## config.mk

```make
export PLATFORM = sky130hd
export DESIGN_NAME = mult_dot_acc
export DESIGN_NICKNAME = d
export VERILOG_FILES = /design/src/rtl/mult_pkg.sv /design/src/rtl/mult_dot_acc.sv
export SDC_FILE = /design/constraint.sdc
export NUM_CORES = 1
export LEC_CHECK = 0
export BUFFER_PORTS_ARGS = -buffer_cell sky130_fd_sc_hd__clkbuf_2
export CORE_MARGIN = 4
export CORE_UTILIZATION = 30
export CTS_BUF_LIST = sky130_fd_sc_hd__clkbuf_8
export DETAILED_ROUTE_END_ITERATION = 10
export REMOVE_ABC_BUFFERS = 1
export SETUP_SLACK_MARGIN = 0.3
export SLEW_MARGIN = 20
export SYNTH_ARGS = -nofsm -noshare
export SYNTH_HDL_FRONTEND = slang
export SYNTH_SLANG_ARGS = --single-unit
```

## constraint.sdc

```tcl
create_clock -name clk -period 3.7 [get_ports clk]
set_input_delay 0.74 -clock clk [delete_from_list [all_inputs] [get_ports clk]]
set_output_delay 0.74 -clock clk [all_outputs]
set_load 0.01 [all_outputs]
```

## src/rtl/mult_pkg.sv

```systemverilog
// Shared definitions for the multiplier datapath: FSM states and derived accumulator width.
package mult_pkg;

  typedef enum logic [1:0] {
    ST_IDLE = 2'd0,
    ST_ACC  = 2'd1,
    ST_HOLD = 2'd2
  } dot_state_t;

  localparam int DEFAULT_WIDTH = 8;
  localparam int DEFAULT_LEN   = 16;

  // Guard bits: summing up to len products of 2*w bits needs clog2(len) extra bits.
  function automatic int acc_width(input int w, input int len);
    return 2 * w + $clog2(len);
  endfunction

endpackage

```

## src/rtl/mult_dot_acc.sv

```systemverilog
// Accumulates a run of booth_mult products into a signed dot product and
// presents it on a valid/ready port, holding off the upstream sequencer while it waits.
//  state   | meaning
//  ST_IDLE | no run open; stray mul_done is dropped
//  ST_ACC  | run open, summing products until len_q have arrived
//  ST_HOLD | finished sum on acc_out, waiting for acc_ready
module mult_dot_acc
  import mult_pkg::*;
#(
  parameter int WIDTH = DEFAULT_WIDTH,
  parameter int LEN   = DEFAULT_LEN,
  localparam int CNT_W = $clog2(LEN + 1),
  localparam int ACC_W = acc_width(WIDTH, LEN)
) (
  input  logic                    clk,
  input  logic                    rst,
  input  logic                    start,
  input  logic [CNT_W-1:0]        cfg_len,
  input  logic                    mul_done,
  input  logic [2*WIDTH-1:0]      mul_m,
  input  logic                    acc_ready,
  output logic                    acc_valid,
  output logic signed [ACC_W-1:0] acc_out,
  output logic                    busy,
  output logic                    mul_hold,
  output logic                    drop_err
);

  localparam logic [CNT_W-1:0] LEN_C = CNT_W'(LEN);
  localparam logic [CNT_W-1:0] ONE_C = CNT_W'(1);

  dot_state_t              r_state, w_state_nxt;
  logic signed [ACC_W-1:0] r_acc, w_acc_nxt;
  logic [CNT_W-1:0]        r_cnt, w_cnt_nxt;
  logic [CNT_W-1:0]        r_len, w_len_nxt;
  logic                    r_drop, w_drop_nxt;

  logic [CNT_W-1:0]        w_len_clamp;
  logic [CNT_W-1:0]        w_cnt_inc;
  logic signed [ACC_W-1:0] w_prod_ext;
  logic                    w_open;

  assign w_len_clamp = (cfg_len > LEN_C) ? LEN_C : cfg_len;
  assign w_cnt_inc   = r_cnt + ONE_C;
  assign w_prod_ext  = {{(ACC_W-2*WIDTH){mul_m[2*WIDTH-1]}}, mul_m};

  // A new run opens from IDLE, or from HOLD when the handshake completes in the same cycle.
  assign w_open = start && ((r_state == ST_IDLE) || ((r_state == ST_HOLD) && acc_ready));

  always_comb begin
    w_state_nxt = r_state;
    w_acc_nxt   = r_acc;
    w_cnt_nxt   = r_cnt;
    w_len_nxt   = r_len;
    w_drop_nxt  = 1'b0;

    unique case (r_state)
      ST_IDLE: begin
        if (mul_done && !start) w_drop_nxt = 1'b1;
      end
      ST_ACC: begin
        if (mul_done) begin
          w_acc_nxt = r_acc + w_prod_ext;
          w_cnt_nxt = w_cnt_inc;
          if (w_cnt_inc == r_len) w_state_nxt = ST_HOLD;
        end
      end
      ST_HOLD: begin
        if (acc_ready) w_state_nxt = ST_IDLE;
        if (mul_done && !w_open) w_drop_nxt = 1'b1;
      end
      default: w_state_nxt = ST_IDLE;
    endcase

    if (w_open) begin
      w_len_nxt = w_len_clamp;
      w_acc_nxt = '0;
      w_cnt_nxt = '0;
      if (w_len_clamp == '0) begin
        w_state_nxt = ST_HOLD;
      end else if (mul_done) begin
        w_acc_nxt   = w_prod_ext;
        w_cnt_nxt   = ONE_C;
        w_state_nxt = (w_len_clamp == ONE_C) ? ST_HOLD : ST_ACC;
      end else begin
        w_state_nxt = ST_ACC;
      end
    end
  end

  always_ff @(posedge clk or posedge rst) begin
    if (rst) begin
      r_state <= ST_IDLE;
      r_acc   <= '0;
      r_cnt   <= '0;
      r_len   <= '0;
      r_drop  <= 1'b0;
    end else begin
      r_state <= w_state_nxt;
      r_acc   <= w_acc_nxt;
      r_cnt   <= w_cnt_nxt;
      r_len   <= w_len_nxt;
      r_drop  <= w_drop_nxt;
    end
  end

  assign acc_valid = (r_state == ST_HOLD);
  assign mul_hold  = (r_state == ST_HOLD);
  assign busy      = (r_state == ST_ACC);
  assign acc_out   = r_acc;
  assign drop_err  = r_drop;

endmodule

```

==> impl_metrics.py <==
metrics = {
    "outcome": {
        "run_status": "finished, final reports clean",
    },
    "worst_setup_path": {
        "path_max_fanout": 4,
        "crit_required_ns": 3.91,
        "slowest_delay_ns": 0.44,
        "critical_path.startpoint_type": "input port",
        "arrival_ns": 3.15,
        "worstPathCellList": "clkbuf_2, ha_1, inv_1, fa_1, nor2b_1, o21ai_0, a21oi_1, o211ai_1, a31oi_1, a211oi_1, xnor2_1, nand2_1, a21oi_1",
        "cpMostUsedCell": "a21oi_1",
        "cp-end-kind": "flop",
        "criticalPathCategory": "input port to flop",
        "slowest_stage": "a31oi_1",
    },
    "floorplanning": {
        "fp.dieH_um": 99.0,
        "coreArea_um2": 7890,
        "num_rows": 32,
        "die_area_um2": 9790,
        "initial_core_util_pct": 31.5,
        "die_w_um": 99.0,
        "pin_count": 50,
    },
    "cts": {
        "htreeDepth": 2,
        "cts.clk_slew.worst_paths_ns": 0.08,
        "cts_tree": "built",
        "cts_buffer_depth": 2,
        "cts_hold_buf": 0,
        "cts-buffers-inserted": 5,
        "root_buffer": "clkbuf_8",
        "cts-resized-gates": 0,
        "postCtsSetupRepairBufs": 0,
        "clock_latency_ns": 0.29,
        "cts_sinks": 33,
    },
    "timing": {
        "relSlewSlack_pct": 40.4,
        "rsz0062_at_grt": "no",
        "period_share_pct": 79.5,
        "fin_skew_ns": 0.0107,
        "finalSetupViolCount": 0,
        "max_freq_mhz": 340,
        "fin_tns_setup_ns": 0,
        "drv_slew": 0,
        "finalHoldViolCount": 0,
        "tightestPinTransition_ns": 0.891,
        "fin_crit_ns": 2.94,
    },
    "yosys": {
        "syn_avg_cell_area_um2": 8.11,
        "synth_area_um2": 2480,
        "synth_top_area_share_pct": 33.3,
        "synth_edf_count": 0,
        "yosysWarnings": 0,
        "ys_top_cells_by_area": "dfrtp_1 33%, ha_1 10%, a21oi_1 8.3%",
        "syn_inst": 306,
        "ys_async_sr_fraction_pct": 100,
        "yosysSeqAreaShare_pct": 33.3,
        "synth_cell_types": 44,
        "synth-main-ff-cell": "dfrtp_1",
        "yosysTopAreaCell": "dfrtp_1",
        "synth-seq-cells": 33,
    },
    "cells_and_area": {
        "drive_above_1_share_pct": 19.9,
        "finalNonFillerCells": 458,
        "fin_nets": 402,
        "diodes": 0,
        "areaGrowthSynthToFinish_pct": 17.9,
    },
    "detailed_routing": {
        "drt.antenna.violating_nets": 0,
        "via_per_inst": 5.13,
        "drt_iter0_drc": 132,
        "wl_um": 6670,
        "dr_total_vias": 2349,
        "drcViolationCount": 0,
        "drtPass1Iterations": 4,
        "post_drt_wl_per_cell_um": 14.6,
    },
    "placement": {
        "gp_congestion": 0.825,
        "io_buffer_count": 49,
        "placed_cells": 450,
        "hpwl_um": 4890,
    },
    "grt": {
        "grt_pass1_vias": 2366,
        "antenna_found_initial": 0,
        "grt-ovfl-total": 0,
        "grt_pass1_wl_um": 11500,
        "grt_max_degree": 34,
        "track_usage_pct": 14.2,
    },
    "hold_path": {
        "holdCritPathClass": "input port to async pin",
    },
    "power_and_ir_drop": {
        "p_per_area_nw_per_um2": 865,
        "p_leak_nw": 1.40,
        "vdd_drop_max_mv": 0.296,
    },
    "job": {
        "maxCapViolCount": 0,
    },
}
-- worst max-delay path, delay by kind of cell --
| family | cells | cell delay [ns] |
|---|---|---|
| compound gates | 6 | 1.28 |
| xor+xnor | 1 | 0.16 |
| fa+ha+maj | 2 | 0.58 |
| buf+inv | 2 | 0.16 |
| simple gates | 2 | 0.23 |
-- Yosys cell counts, types with 2 or more instances --
master / number
and3_1: 2
o21a_1: 2
clkbuf_1: 10
a31oi_1: 6
or2_2: 3
nor2_1: 25
o21ai_0: 23
nand2b_1: 2
xor2_1: 8
nand3_1: 8
ha_1: 20
a21o_1: 5
o22ai_1: 3
nor3_1: 7
a21oi_1: 41
a22o_1: 2
nand2_1: 41
dfrtp_1: 33
a221oi_1: 2
nor2b_1: 7
inv_1: 13
nand3b_1: 6
xnor2_1: 12
a211oi_1: 5
-- where the power goes --
| part | switching, mW | internal, mW |
|---|---|---|
| clock network | 0.156 | 0.130 |
| logic | 0.877 | 0.683 |
| registers | 0.155 | 0.529 |
-- layer usage --
layer / track usage, % / part of all wire (%)
met1: 18.9 / 48
met2: 23.0 / 45
met3: 3.54 / 4.8
met4: 3.89 / 1.6
met5: 0 / 0
-- metrics by stage --
stage | hold WS [ns] | total power [mW] | setup slack [ns] | utilization, % | area (um2)
2_1_floorplan | 0.458 | 1.81 | 0.821 | - | 2440
3_3_place_gp | 0.473 | 2.23 | 0.531 | 36.0 | 2840
3_5_place_dp | 0.495 | 2.25 | 0.483 | 36.0 | 2840
4_1_cts | 0.518 | 2.56 | 0.768 | 37.1 | 2930
5_1_grt | 0.536 | 2.81 | 0.508 | 37.1 | 2930
6_report | 0.516 | 2.53 | 0.758 | 37.1 | 2930
-- flip-flops by register name, indices dropped and copies added, names as in the netlist --
name	count
drop_err	1
r_len	5
r_cnt	5
r_state	2
acc_out	20
-- placed cells by master, fill, tap and decap left out, drive strengths merged, types with 6 or more instances in the layout --
cell	Yosys	layout
ha	20	20
a31oi	6	6
a21o	6	6
clkbuf	10	54
nand3b	6	6
nor2b	7	7
nor2	25	25
nand3	8	8
o21ai	24	24
xnor2	12	12
xor2	8	8
nand2	41	41
nor3	7	7
a211oi	6	6
dfrtp	33	33
a21oi	42	42
inv	13	13
-- worst paths after layout --
kind	cells after the start	end	slack, ns	start
max	13	acc_out[18]	0.76	mul_m[0]
min	3	r_len[4]	0.52	rst
max reg2reg	12	acc_out[18]	0.91	acc_out[0]
min reg2reg	2	r_len[0]	0.52	r_len[0]
max in group asynchronous	3	acc_out[16]	2.84	rst
min in group clk	2	r_len[0]	0.52	r_len[0]
-- cell families (layout without fill, tap and decap cells) --
kind of cell / after synthesis / after routing / synth area share (%)
buf+inv: 24 / 74 / 3.78
fa+ha+maj: 21 / 21 / 10.9
compound gates: 103 / 103 / 25.3
flops: 33 / 33 / 33.3
simple gates: 105 / 105 / 19.7
xor+xnor: 20 / 20 / 7.06
-- area by class of cell --
cell class              count  area, um2
fillers                   841       4960
flip-flops and latches     33        826
clock inverters             3       17.5
repair buffers             53        275
well taps                 102        128
multi-input cells         249       1560
inverters                  13       48.8
clock buffers               5       68.8
(Power assumes the default switching activity.)
